==> src/rtl/display_capture.sv <==
// Recovers the 16 green LEDs, 16 red LEDs and 6 hex digits from the VGA overlay sync/colour stream.
// Latency: one input register stage; a frame's result appears at the start of COMMIT_LINE of that frame.
// Backpressure: none; passive monitor, outputs hold their value between commits.
module display_capture #(
    parameter int   NUM_RED_LEDS   = 16,
    parameter int   NUM_GREEN_LEDS = 16,
    parameter int   NUM_SEGMENTS   = 6,
    parameter logic SYNC_POL       = 1'b1,
    parameter int   H_OFFSET       = 220,
    parameter int   V_OFFSET       = 20,
    parameter int   COMMIT_LINE    = 220
) (
    input  logic                      clk_video,
    input  logic                      reset,
    input  logic                      hsync,
    input  logic                      vsync,
    input  logic [3:0]                r,
    input  logic [3:0]                g,
    input  logic [3:0]                b,
    output logic [NUM_RED_LEDS-1:0]   red_leds,
    output logic [NUM_GREEN_LEDS-1:0] green_leds,
    output logic [4*NUM_SEGMENTS-1:0] segments,
    output logic                      frame_valid,
    output logic                      frame_err,
    output logic                      locked
);

    localparam int SEG_W = 4 * NUM_SEGMENTS;

    localparam logic [11:0] X_MAX  = 12'd4095;
    localparam logic [11:0] X_PIX0 = 12'(H_OFFSET);

    // The line counter runs through negative values after a vsync reload, so it
    // is kept one bit wider than the 11-bit visible range and treated as signed.
    localparam logic signed [11:0] LINE_MAX    = 12'sd2047;
    localparam logic signed [11:0] LINE_RELOAD = 12'(-V_OFFSET);
    localparam logic signed [11:0] LN_COMMIT   = 12'(COMMIT_LINE);
    localparam logic signed [11:0] LN_GREEN    = 12'sd72;
    localparam logic signed [11:0] LN_RED      = 12'sd104;
    localparam logic signed [11:0] LN_SEG_A    = 12'sd154;
    localparam logic signed [11:0] LN_SEG_BF   = 12'sd168;
    localparam logic signed [11:0] LN_SEG_G    = 12'sd184;
    localparam logic signed [11:0] LN_SEG_CE   = 12'sd200;
    localparam logic signed [11:0] LN_SEG_D    = 12'sd216;

    // Segment probe columns inside a 64-pixel digit cell.
    localparam logic [5:0] OFF_MID   = 6'd44;
    localparam logic [5:0] OFF_RIGHT = 6'd60;
    localparam logic [5:0] OFF_LEFT  = 6'd28;

    // Stage-1 input registers and their one-cycle-older sync copies
    logic                      hs1_q, vs1_q, hs2_q, vs2_q;
    logic [3:0]                r1_q, g1_q, b1_q;

    // Timing state
    logic [11:0]               x_q, x_d, x_cur;
    logic signed [11:0]        line_q, line_d;
    logic                      locked_q, locked_d;

    // Per-frame shadows
    logic [NUM_GREEN_LEDS-1:0] green_sh_q, green_sh_d;
    logic [NUM_RED_LEDS-1:0]   red_sh_q, red_sh_d;
    logic [NUM_SEGMENTS-1:0][6:0] seg_sh_q, seg_sh_d;
    logic                      err_q, err_d;

    // Committed outputs
    logic [NUM_GREEN_LEDS-1:0] green_q, green_d;
    logic [NUM_RED_LEDS-1:0]   red_q, red_d;
    logic [SEG_W-1:0]          seg_q, seg_d;
    logic                      fv_q, fv_d;
    logic                      ferr_q, ferr_d;

    // Combinational helpers
    logic                      hs_edge, vs_edge;
    logic                      pix_ok, led_hit, dig_ok, seg_hit, commit;
    logic [11:0]               pix;
    logic [3:0]                led_bit;
    logic [2:0]                dig_k, seg_bit;
    logic [5:0]                dig_off;
    logic                      is_g1, is_g0, is_r1, is_r0, is_y1, is_y0;
    logic [4:0]                dec;
    logic                      dec_err;

    // Segment pattern (bit0=a .. bit6=g) back to a hex nibble; bit 4 flags an unknown pattern.
    function automatic logic [4:0] seg_decode(input logic [6:0] pat);
        logic [4:0] res;
        case (pat)
            7'd63:   res = 5'h00;
            7'd6:    res = 5'h01;
            7'd91:   res = 5'h02;
            7'd79:   res = 5'h03;
            7'd102:  res = 5'h04;
            7'd109:  res = 5'h05;
            7'd125:  res = 5'h06;
            7'd7:    res = 5'h07;
            7'd127:  res = 5'h08;
            7'd111:  res = 5'h09;
            7'd119:  res = 5'h0A;
            7'd124:  res = 5'h0B;
            7'd57:   res = 5'h0C;
            7'd94:   res = 5'h0D;
            7'd121:  res = 5'h0E;
            7'd113:  res = 5'h0F;
            default: res = 5'h10;
        endcase
        return res;
    endfunction

    // Sync edge detection and the x / line position of the current stage-1 sample
    always_comb begin
        hs_edge = (hs2_q == SYNC_POL) && (hs1_q != SYNC_POL);
        vs_edge = (vs2_q == SYNC_POL) && (vs1_q != SYNC_POL);

        x_cur = hs_edge ? 12'd0 : x_q;
        x_d   = (x_cur == X_MAX) ? x_cur : x_cur + 12'd1;

        // A vsync edge wins over a coincident hsync edge so that the first
        // counted line after the reload is always 1-V_OFFSET.
        line_d = line_q;
        if (vs_edge) begin
            line_d = LINE_RELOAD;
        end else if (hs_edge && (line_q != LINE_MAX)) begin
            line_d = line_q + 12'sd1;
        end
    end

    // Map the current x/line onto LED slots and segment probe points
    always_comb begin
        pix_ok  = (x_cur >= X_PIX0);
        pix     = x_cur - X_PIX0;
        led_hit = pix_ok && (pix < 12'd512) && (pix[4:0] == 5'd24);
        led_bit = 4'd15 - pix[8:5];
        dig_ok  = pix_ok && (pix < 12'd384);
        dig_k   = pix[8:6];
        dig_off = pix[5:0];

        seg_hit = 1'b0;
        seg_bit = 3'd0;
        if (dig_ok) begin
            if (line_d == LN_SEG_A && dig_off == OFF_MID) begin
                seg_hit = 1'b1; seg_bit = 3'd0;
            end else if (line_d == LN_SEG_BF && dig_off == OFF_RIGHT) begin
                seg_hit = 1'b1; seg_bit = 3'd1;
            end else if (line_d == LN_SEG_BF && dig_off == OFF_LEFT) begin
                seg_hit = 1'b1; seg_bit = 3'd5;
            end else if (line_d == LN_SEG_G && dig_off == OFF_MID) begin
                seg_hit = 1'b1; seg_bit = 3'd6;
            end else if (line_d == LN_SEG_CE && dig_off == OFF_RIGHT) begin
                seg_hit = 1'b1; seg_bit = 3'd2;
            end else if (line_d == LN_SEG_CE && dig_off == OFF_LEFT) begin
                seg_hit = 1'b1; seg_bit = 3'd4;
            end else if (line_d == LN_SEG_D && dig_off == OFF_MID) begin
                seg_hit = 1'b1; seg_bit = 3'd3;
            end
        end
    end

    // Classify the stage-1 colour against the lit / unlit colours of each element
    always_comb begin
        is_g1 = (g1_q == 4'hF) && (r1_q == 4'h0) && (b1_q == 4'h0);
        is_g0 = (g1_q == 4'h3) && (r1_q == 4'h0) && (b1_q == 4'h0);
        is_r1 = (r1_q == 4'hF) && (g1_q == 4'h0) && (b1_q == 4'h0);
        is_r0 = (r1_q == 4'h3) && (g1_q == 4'h0) && (b1_q == 4'h0);
        is_y1 = (r1_q == 4'hF) && (g1_q == 4'hF) && (b1_q == 4'h0);
        is_y0 = (r1_q == 4'h3) && (g1_q == 4'h3) && (b1_q == 4'h0);
    end

    // Shadow sampling, frame commit and per-frame clearing
    always_comb begin
        green_sh_d = green_sh_q;
        red_sh_d   = red_sh_q;
        seg_sh_d   = seg_sh_q;
        err_d      = err_q;
        locked_d   = locked_q;
        green_d    = green_q;
        red_d      = red_q;
        seg_d      = seg_q;
        ferr_d     = ferr_q;
        fv_d       = 1'b0;
        dec        = 5'd0;
        dec_err    = 1'b0;

        if (led_hit && line_d == LN_GREEN) begin
            green_sh_d[led_bit] = is_g1;
            if (!(is_g1 || is_g0)) err_d = 1'b1;
        end
        if (led_hit && line_d == LN_RED) begin
            red_sh_d[led_bit] = is_r1;
            if (!(is_r1 || is_r0)) err_d = 1'b1;
        end
        if (seg_hit) begin
            seg_sh_d[dig_k][seg_bit] = is_y1;
            if (!(is_y1 || is_y0)) err_d = 1'b1;
        end

        commit = hs_edge && !vs_edge && locked_q && (line_d == LN_COMMIT);
        if (commit) begin
            green_d = green_sh_q;
            red_d   = red_sh_q;
            for (int k = 0; k < NUM_SEGMENTS; k++) begin
                dec = seg_decode(seg_sh_q[k]);
                seg_d[4*(NUM_SEGMENTS-1-k) +: 4] = dec[3:0];
                dec_err = dec_err | dec[4];
            end
            ferr_d = err_q | dec_err;
            fv_d   = 1'b1;
        end

        // Each frame starts from clean shadows; partial frames are dropped here.
        if (commit || vs_edge) begin
            green_sh_d = '0;
            red_sh_d   = '0;
            seg_sh_d   = '0;
            err_d      = 1'b0;
        end
        if (vs_edge) locked_d = 1'b1;
    end

    // All state: stage-1 inputs, timing, shadows and committed outputs
    always_ff @(posedge clk_video or negedge reset) begin
        if (!reset) begin
            hs1_q      <= 1'b0;
            vs1_q      <= 1'b0;
            hs2_q      <= 1'b0;
            vs2_q      <= 1'b0;
            r1_q       <= '0;
            g1_q       <= '0;
            b1_q       <= '0;
            x_q        <= '0;
            line_q     <= '0;
            locked_q   <= 1'b0;
            green_sh_q <= '0;
            red_sh_q   <= '0;
            seg_sh_q   <= '0;
            err_q      <= 1'b0;
            green_q    <= '0;
            red_q      <= '0;
            seg_q      <= '0;
            fv_q       <= 1'b0;
            ferr_q     <= 1'b0;
        end else begin
            hs1_q      <= hsync;
            vs1_q      <= vsync;
            hs2_q      <= hs1_q;
            vs2_q      <= vs1_q;
            r1_q       <= r;
            g1_q       <= g;
            b1_q       <= b;
            x_q        <= x_d;
            line_q     <= line_d;
            locked_q   <= locked_d;
            green_sh_q <= green_sh_d;
            red_sh_q   <= red_sh_d;
            seg_sh_q   <= seg_sh_d;
            err_q      <= err_d;
            green_q    <= green_d;
            red_q      <= red_d;
            seg_q      <= seg_d;
            fv_q       <= fv_d;
            ferr_q     <= ferr_d;
        end
    end

    assign green_leds  = green_q;
    assign red_leds    = red_q;
    assign segments    = seg_q;
    assign frame_valid = fv_q;
    assign frame_err   = ferr_q;
    assign locked      = locked_q;

endmodule

==> config.mk <==
export PLATFORM = sky130hd
export DESIGN_NAME = display_capture
export DESIGN_NICKNAME = d
export VERILOG_FILES = /design/src/rtl/display_capture.sv
export SDC_FILE = /design/constraint.sdc
export NUM_CORES = 1
export LEC_CHECK = 0
export CAP_MARGIN = 30
export CORE_ASPECT_RATIO = 0.7
export CORE_MARGIN = 8
export CORE_UTILIZATION = 35
export DETAILED_ROUTE_END_ITERATION = 10
export SETUP_SLACK_MARGIN = 0.05
export SYNTH_ARGS = -nofsm -noshare
export SYNTH_HDL_FRONTEND = slang
export SYNTH_SLANG_ARGS = --single-unit
export TNS_END_PERCENT = 1
==> constraint.sdc <==
create_clock -name clk_video -period 3.4 [get_ports clk_video]
set_input_delay 0.68 -clock clk_video [delete_from_list [all_inputs] [get_ports clk_video]]
set_output_delay 0.68 -clock clk_video [all_outputs]
set_load 0.02 [all_outputs]
==> impl_metrics.tcl, run 1 <==
set metrics [dict create \
    status "complete, no violations" \
    max_stage_delay_ps 510 \
    synth_area_um2 10300 \
    worst_slew_pin_slew_ps 750 \
    power.density_nw_per_um2 359 \
    core_area_um2 28900 \
    final_antenna_net_count 0 \
    synthesis.instances 1183 \
    final_net_count 1251 \
    kind_of_critical_path "register to register" \
    compound_gate_portion_of_the_synthesized_area_pct 18.2 \
    reg2reg_from "hs1_q" \
    power.static_leakage_nw 5.15 \
    final_non_filler_cells 1623 \
    final-hold-violation-count 0 \
    post_route_cells_drive_above_1_share_pct 11.2 \
    combinational_family_with_the_most_area_after_synthesis "simple AND/OR/NAND/NOR gates" \
    finalWorstSetupSlack_ps 164 \
    finClkSkew_ps 10.3 \
    clockPowerShare_pct 44.6 \
    synth_fa_ha_area_share_pct 0.365 \
    timing.critical_path.from "hs1_q" \
    detailedRoute.firstPassIterationCount 6 \
    synth.largest_area_cell "sky130_fd_sc_hd__dfrtp_1" \
    power_report.internal_total_mw 3.28 \
    dr_total_vias 8994 \
    clock_sinks 174 \
    yosysSeqAreaShare_pct 42.4 \
    tritoncts.num_buffers 17 \
    seq_power_share_pct 49.1 \
    initial_antenna_violation_count 0 \
    mostFrequentLayoutCell "sky130_fd_sc_hd__nand2_1" \
    crit_path_top_delay_cell "sky130_fd_sc_hd__a2111o_1" \
    portBuffers 74 \
    period_minus_slack_ps 3240 \
    worst_endpoint_required_time_ps 3730 \
    first_global_vias 8497 \
    setup_viol_count_final 0 \
    ctsRootBufferMaster "sky130_fd_sc_hd__clkbuf_16" \
    final.fill_count 2866 \
    grt_total_ovfl 0 \
    critPathBufInv 1 \
    synth_flop_cell "sky130_fd_sc_hd__dfrtp_1" \
    number_of_primary_i_o_pins 75 \
    critical-path-top-cell-by-count "sky130_fd_sc_hd__nand2_1" \
    mappedNetlistNets 1202 \
    overall_routing_resource_usage_pct 16.0 \
    antennaDiodeCount 0 \
    post_synth_xor_area_fraction_pct 2.21 \
    critical_path.top_delay_family "simple AND/OR/NAND/NOR gates" \
    post_cts_hold_buffer_count 0 \
    critical_path_arrival_ps 3570 \
    wire_length_per_cell_after_detailed_routing_um 17.0 \
    finalHoldWorstSlack_ps 271 \
    clk_latency_ps 460 \
    start_kind "register" \
    totalWireLength_um 27500 \
    hold_path_class "input port to asynchronous set/reset pin" \
    final.period_utilization_pct 95.2 \
    gp_routability_congestion 0.855 \
    tritoncts "built" \
    ys.warnings.count 0 \
    layout_common_cells "sky130_fd_sc_hd__nand2_1 (268), sky130_fd_sc_hd__dfrtp_1 (173), sky130_fd_sc_hd__nor2_1 (75)" \
    hpwl_after_detailed_placement_um 19400 \
    yosys.cell_types.count 91 \
    grt_first_pass_wirelength_um 46100 \
    cp-end-kind "register" \
    grt_max_degree 76 \
    synthArstFlopShare_pct 100 \
    drc 0 \
    placement_setup_slack_ps 30.2 \
    route.detailed.vias_per_inst 5.54 \
    dp_cells 1588 \
    first_iter_violations 820 \
    ys_seq_elements 174 \
    synth-edff-count 0 \
    chipWidth_um 221 \
    synth.area.top_cells "sky130_fd_sc_hd__dfrtp_1 (42%), sky130_fd_sc_hd__nand2_1 (9.9%), sky130_fd_sc_hd__mux2i_1 (5.4%)" \
    power.switching_mw 1.12 \
    synth.mux.area_fraction_pct 5.58 \
    report.final.slew_viol_count 0 \
    max-clock-path-buffers 2 \
    yosys.area_share.simple_pct 26.8 \
    power.total_mw 4.40 \
    combinationalPowerShare_pct 6.3 \
    power.switching_fraction_pct 25.5 \
    path_cells "nand2b_2 > nand2_1 > ha_1 > nand2_1 > or3_4 > nor4b_4 > nor2_1 > or3b_1 > buf_4 > a2111o_1 > o211ai_1 > o31ai_1" \
    grt_setup_unrepaired "true" \
    synth.top_cell.area_share_pct 42.4 \
    die-area_um2 35200 \
    floorplan.initialDensity_pct 35.6 \
    htree_num_levels 4 \
    max_cap_violations 0 \
    fp-row-count 52 \
    die-height_um 159 \
    totalNegativeSetupSlack_ps 0 \
    max_slew_margin_pct 49.6 \
    achievable_clock_frequency_mhz 309 \
    clock_slew_at_the_register_clock_pins_of_the_worst_setup_and_hold_paths_ps 70 \
    synthesis.area_per_instance_um2 8.68 \
    timing.critical_path.fanout_max 9 \
    layout-area-overhead-vs-synth_pct 19.3 \
    vdd.ir_drop.worst_mv 0.345 \
]
==> synthesized netlist by cell type (all sizes together), types with 11 or more instances <==
| library cell | number |
|---|---|
| nand2 | 271 |
| dfrtp | 174 |
| nor2 | 75 |
| clkbuf | 70 |
| nand3 | 57 |
| mux2i | 55 |
| o21ai | 46 |
| nor3 | 30 |
| a21oi | 29 |
| buf | 23 |
| nand4 | 21 |
| a31oi | 18 |
| and3 | 18 |
| inv | 18 |
| o211ai | 18 |
| o31ai | 16 |
| o41ai | 16 |
| nand3b | 15 |
| o311ai | 14 |
| xnor2 | 13 |
| or3 | 12 |
| xor2 | 12 |
| a2111oi | 11 |
| nand2b | 11 |
==> cells by family after synthesis <==
kind of cell | count (synthesis)
AO/OA/AOI/OAI | 241
adder cells (fa/ha/maj) | 3
XOR/XNOR | 25
AND/OR/NAND/NOR | 572
buffers and inverters | 111
multiplexers | 57
flip-flops | 174
==> sequential cells by signal (all words and copies together) (netlist names), 4 cells and up <==
| signal | flops |
|---|---|
| line_q | 12 |
| g1_q | 4 |
| seg_sh_q | 42 |
| x_q | 12 |
| red_leds | 16 |
| green_leds | 16 |
| segments | 24 |
| r1_q | 4 |
| green_sh_q | 16 |
| b1_q | 4 |
| red_sh_q | 16 |
==> power groups by stage <==
| stage | logic (mW) | registers, mW | clock network (mW) |
|---|---|---|---|
| global route | 0.316 | 2.16 | 2.11 |
| floorplan | 0.175 | 2.17 | 0 |
| finish | 0.278 | 2.16 | 1.96 |
| detailed placement | 0.273 | 2.20 | 0 |
| CTS | 0.274 | 2.16 | 2.02 |
| global placement | 0.272 | 2.19 | 0 |
==> path summary, 6_finish.rpt <==
path                            cells after the start           end  slack [ps]
worst min-delay path                                1  seg_sh_q[19]         270
worst max register to register                     12  seg_sh_q[17]         160
worst max-delay path                               12  seg_sh_q[17]         160
max in group asynchronous                           2  segments[22]        2350
min in group clk_video                              0         vs2_q         390
worst min register to register                      0         vs2_q         390
==> final cells by class <==
type | count | area [um^2] | share of cell area (%)
inverter | 18 | 67.6 | 0.552
timing repair buffer | 123 | 1180 | 9.67
sequential | 174 | 4360 | 35.6
tap | 378 | 473 | 3.86
multi-input combinational | 898 | 5580 | 45.6
clock inverter | 12 | 126 | 1.03
clock buffer | 20 | 457 | 3.73
==> per-stage QoR <==
stage	utilization (%)	area, um^2
6_report	42.4	12200
5_1_grt	42.4	12200
4_1_cts	42.0	12100
3_5_place_dp	40.0	11600
3_3_place_gp	40.0	11600
2_1_floorplan	-	10300
==> layer usage <==
metal  GRT usage (%)  wire, um  share of wire, %
met5               0         0                 0
met3            3.64      1380               5.0
met1            24.2     14100                51
met4            4.20       314               1.1
met2            22.5     11700                43
==> repair_timing <==
item	4_1_cts	5_1_grt
buffers inserted	0	3
gates resized for setup	0	19
endpoints found under the setup margin	15	66
pin swaps	1	6
(Power assumes the default switching activity.)
==> run 2: changes to the inputs <==
CORE_UTILIZATION = 55   (was 35)
CTS_BUF_LIST = sky130_fd_sc_hd__clkbuf_2 sky130_fd_sc_hd__clkbuf_4 sky130_fd_sc_hd__clkbuf_8   (was default)
CTS_CLUSTER_DIAMETER = 50   (was default)
PLACE_DENSITY = 0.78   (was default)
==> run 2 against run 1 <==
Wire length fell by 1.4%. Fmax fell by 0.45%. Count of clock-buffer cells in the layout decreased by 2. Worst hold slack worse by 66 ps. Largest power group unchanged.
==> impl_metrics.tcl, run 2 (same netlist as run 1, synthesis figures left out) <==
set metrics [dict create \
    achievable_clock_frequency_mhz 308 \
    wire_length_per_cell_after_detailed_routing_um 18.4 \
    overall_routing_resource_usage_pct 23.6 \
    start_kind "register" \
    final.fill_count 1493 \
    totalWireLength_um 27100 \
    setup_viol_count_final 0 \
    max_cap_violations 0 \
    route.detailed.vias_per_inst 6.31 \
    hold_path_class "input port to asynchronous set/reset pin" \
    chipWidth_um 179 \
    tritoncts.num_buffers 17 \
    die-height_um 130 \
    end_of_flow_core_utilization_pct 65.2 \
    power.total_mw 3.96 \
    clock_slew_at_the_register_clock_pins_of_the_worst_setup_and_hold_paths_ps 100 \
    power.static_leakage_nw 5.05 \
    sequential_cell_area_um2 4360 \
    post_route_cells_drive_above_1_share_pct 10.9 \
    placement_setup_slack_ps -137 \
    finalHoldWorstSlack_ps 205 \
    max-clock-path-buffers 2 \
    portBuffers 74 \
    hpwl_after_detailed_placement_um 18300 \
    antennaDiodeCount 0 \
    grt_first_pass_wirelength_um 44600 \
    final_antenna_net_count 0 \
    layout-area-overhead-vs-synth_pct 15.3 \
    max_flop_register "seg_sh_q" \
    mostFrequentLayoutCell "sky130_fd_sc_hd__nand2_1" \
    clk_latency_ps 490 \
    number_of_primary_i_o_pins 75 \
    kind_of_critical_path "register to register" \
    number_of_flip_flops_under_the_largest_register_name 42 \
    report.final.slew_viol_count 0 \
    final_net_count 1242 \
    htree_num_levels 4 \
    detailedRoute.firstPassIterationCount 5 \
    timing.critical_path.fanout_max 9 \
    cp-end-kind "register" \
    grt_max_degree 77 \
    vdd.ir_drop.worst_mv 0.204 \
    period_minus_slack_ps 3250 \
    dr_total_vias 9282 \
    worst_endpoint_required_time_ps 3740 \
    first_global_vias 8664 \
    drc 0 \
    initial_antenna_violation_count 0 \
    final.period_utilization_pct 95.6 \
    multi_input_comb_area_um2 5620 \
    tritoncts "built" \
    finClkSkew_ps 14.9 \
    gp_routability_congestion 0.897 \
    die-area_um2 23400 \
    post_cts_hold_buffer_count 0 \
    final-hold-violation-count 0 \
    first_iter_violations 871 \
    status "complete, no violations" \
    fp-row-count 41 \
    finalWorstSetupSlack_ps 149 \
    floorplan.initialDensity_pct 56.6 \
    power.density_nw_per_um2 335 \
    critical_path_arrival_ps 3590 \
    max_slew_margin_pct 32.8 \
    totalNegativeSetupSlack_ps 0 \
    grt_setup_unrepaired "true" \
    layout_common_cells "sky130_fd_sc_hd__nand2_1 (269), sky130_fd_sc_hd__dfrtp_1 (173), sky130_fd_sc_hd__nor2_1 (74)" \
    grt_total_ovfl 0 \
    ctsRootBufferMaster "sky130_fd_sc_hd__clkbuf_8" \
    clock_sinks 174 \
    worst_slew_pin_slew_ps 995 \
    core_area_um2 18200 \
]
## run 2: cell count changes in the layout (fill, tap and decap cells not counted), moves of 2 or more
cell and change:
sky130_fd_sc_hd__inv_8 +4, sky130_fd_sc_hd__clkinvlp_4 -2, sky130_fd_sc_hd__nand3_2 +2, sky130_fd_sc_hd__nor3_2 -2, sky130_fd_sc_hd__clkbuf_16 -17, sky130_fd_sc_hd__buf_4 -8, sky130_fd_sc_hd__and3_1 +2, sky130_fd_sc_hd__clkbuf_8 +16
sky130_fd_sc_hd__buf_12 -2, sky130_fd_sc_hd__and3_2 -2, sky130_fd_sc_hd__clkinv_4 +2
## run 2: report_power, final
group	switching [mW]	total, mW	internal (mW)
Combinational	0.179	0.280	0.101
Clock	0.887	1.53	0.641
Sequential	0.0515	2.16	2.11
## run 2: path summary, 6_finish.rpt
path / startpoint / endpoint / slack (ps) / cells after the start
hold / removal: reset / g1_q[3] / 200 / 1
min in group clk_video: vs1_q / vs2_q / 400 / 0
setup / recovery: line_q[0] / seg_sh_q[14] / 150 / 9
max in group asynchronous: reset / red_sh_q[15] / 2390 / 2
setup reg to reg: line_q[0] / seg_sh_q[14] / 150 / 9
hold reg to reg: vs1_q / vs2_q / 400 / 0
## run 2: what timing repair did
item / CTS / global route
pin swaps: 0 / 6
buffers inserted: 0 / 2
endpoints found under the setup margin: 45 / 72
resized for setup: 3 / 22
## run 2: final cells by class
type	count	area share, %
Multi-Input combinational cell	898	47.5
Sequential cell	174	36.8
Timing Repair Buffer	114	9.26
Tap cell	236	2.49
Clock buffer	18	2.09
Clock inverter	14	1.35
Inverter	18	0.571
## run 2: stage by stage
stage / std cells / instance area [um^2]
6_report: 1472 / 11800
3_3_place_gp: 1438 / 11300
4_1_cts: 1470 / 11700
2_1_floorplan: 1183 / 10300
3_5_place_dp: 1438 / 11300
5_1_grt: 1472 / 11800
## run 2: per-layer routing
layer / vias up / global-route usage (%) / wire (um)
li1: 4344 / - / -
met1: 4483 / 34.3 / 12600
met2: 419 / 34.9 / 12000
met3: 36 / 5.40 / 2160
met4: 0 / 6.01 / 330
met5: - / 0 / 0
## run 2: critical path, stage by stage (launching register included)
cell and delay, ps:
sky130_fd_sc_hd__dfrtp_1 370, sky130_fd_sc_hd__ha_1 240, sky130_fd_sc_hd__nand3_2 240, sky130_fd_sc_hd__o31ai_4 430
sky130_fd_sc_hd__mux2_2 280, sky130_fd_sc_hd__nand3b_4 110, sky130_fd_sc_hd__or3b_4 540, sky130_fd_sc_hd__a2111o_1 540
sky130_fd_sc_hd__o211ai_1 240, sky130_fd_sc_hd__o31ai_1 120
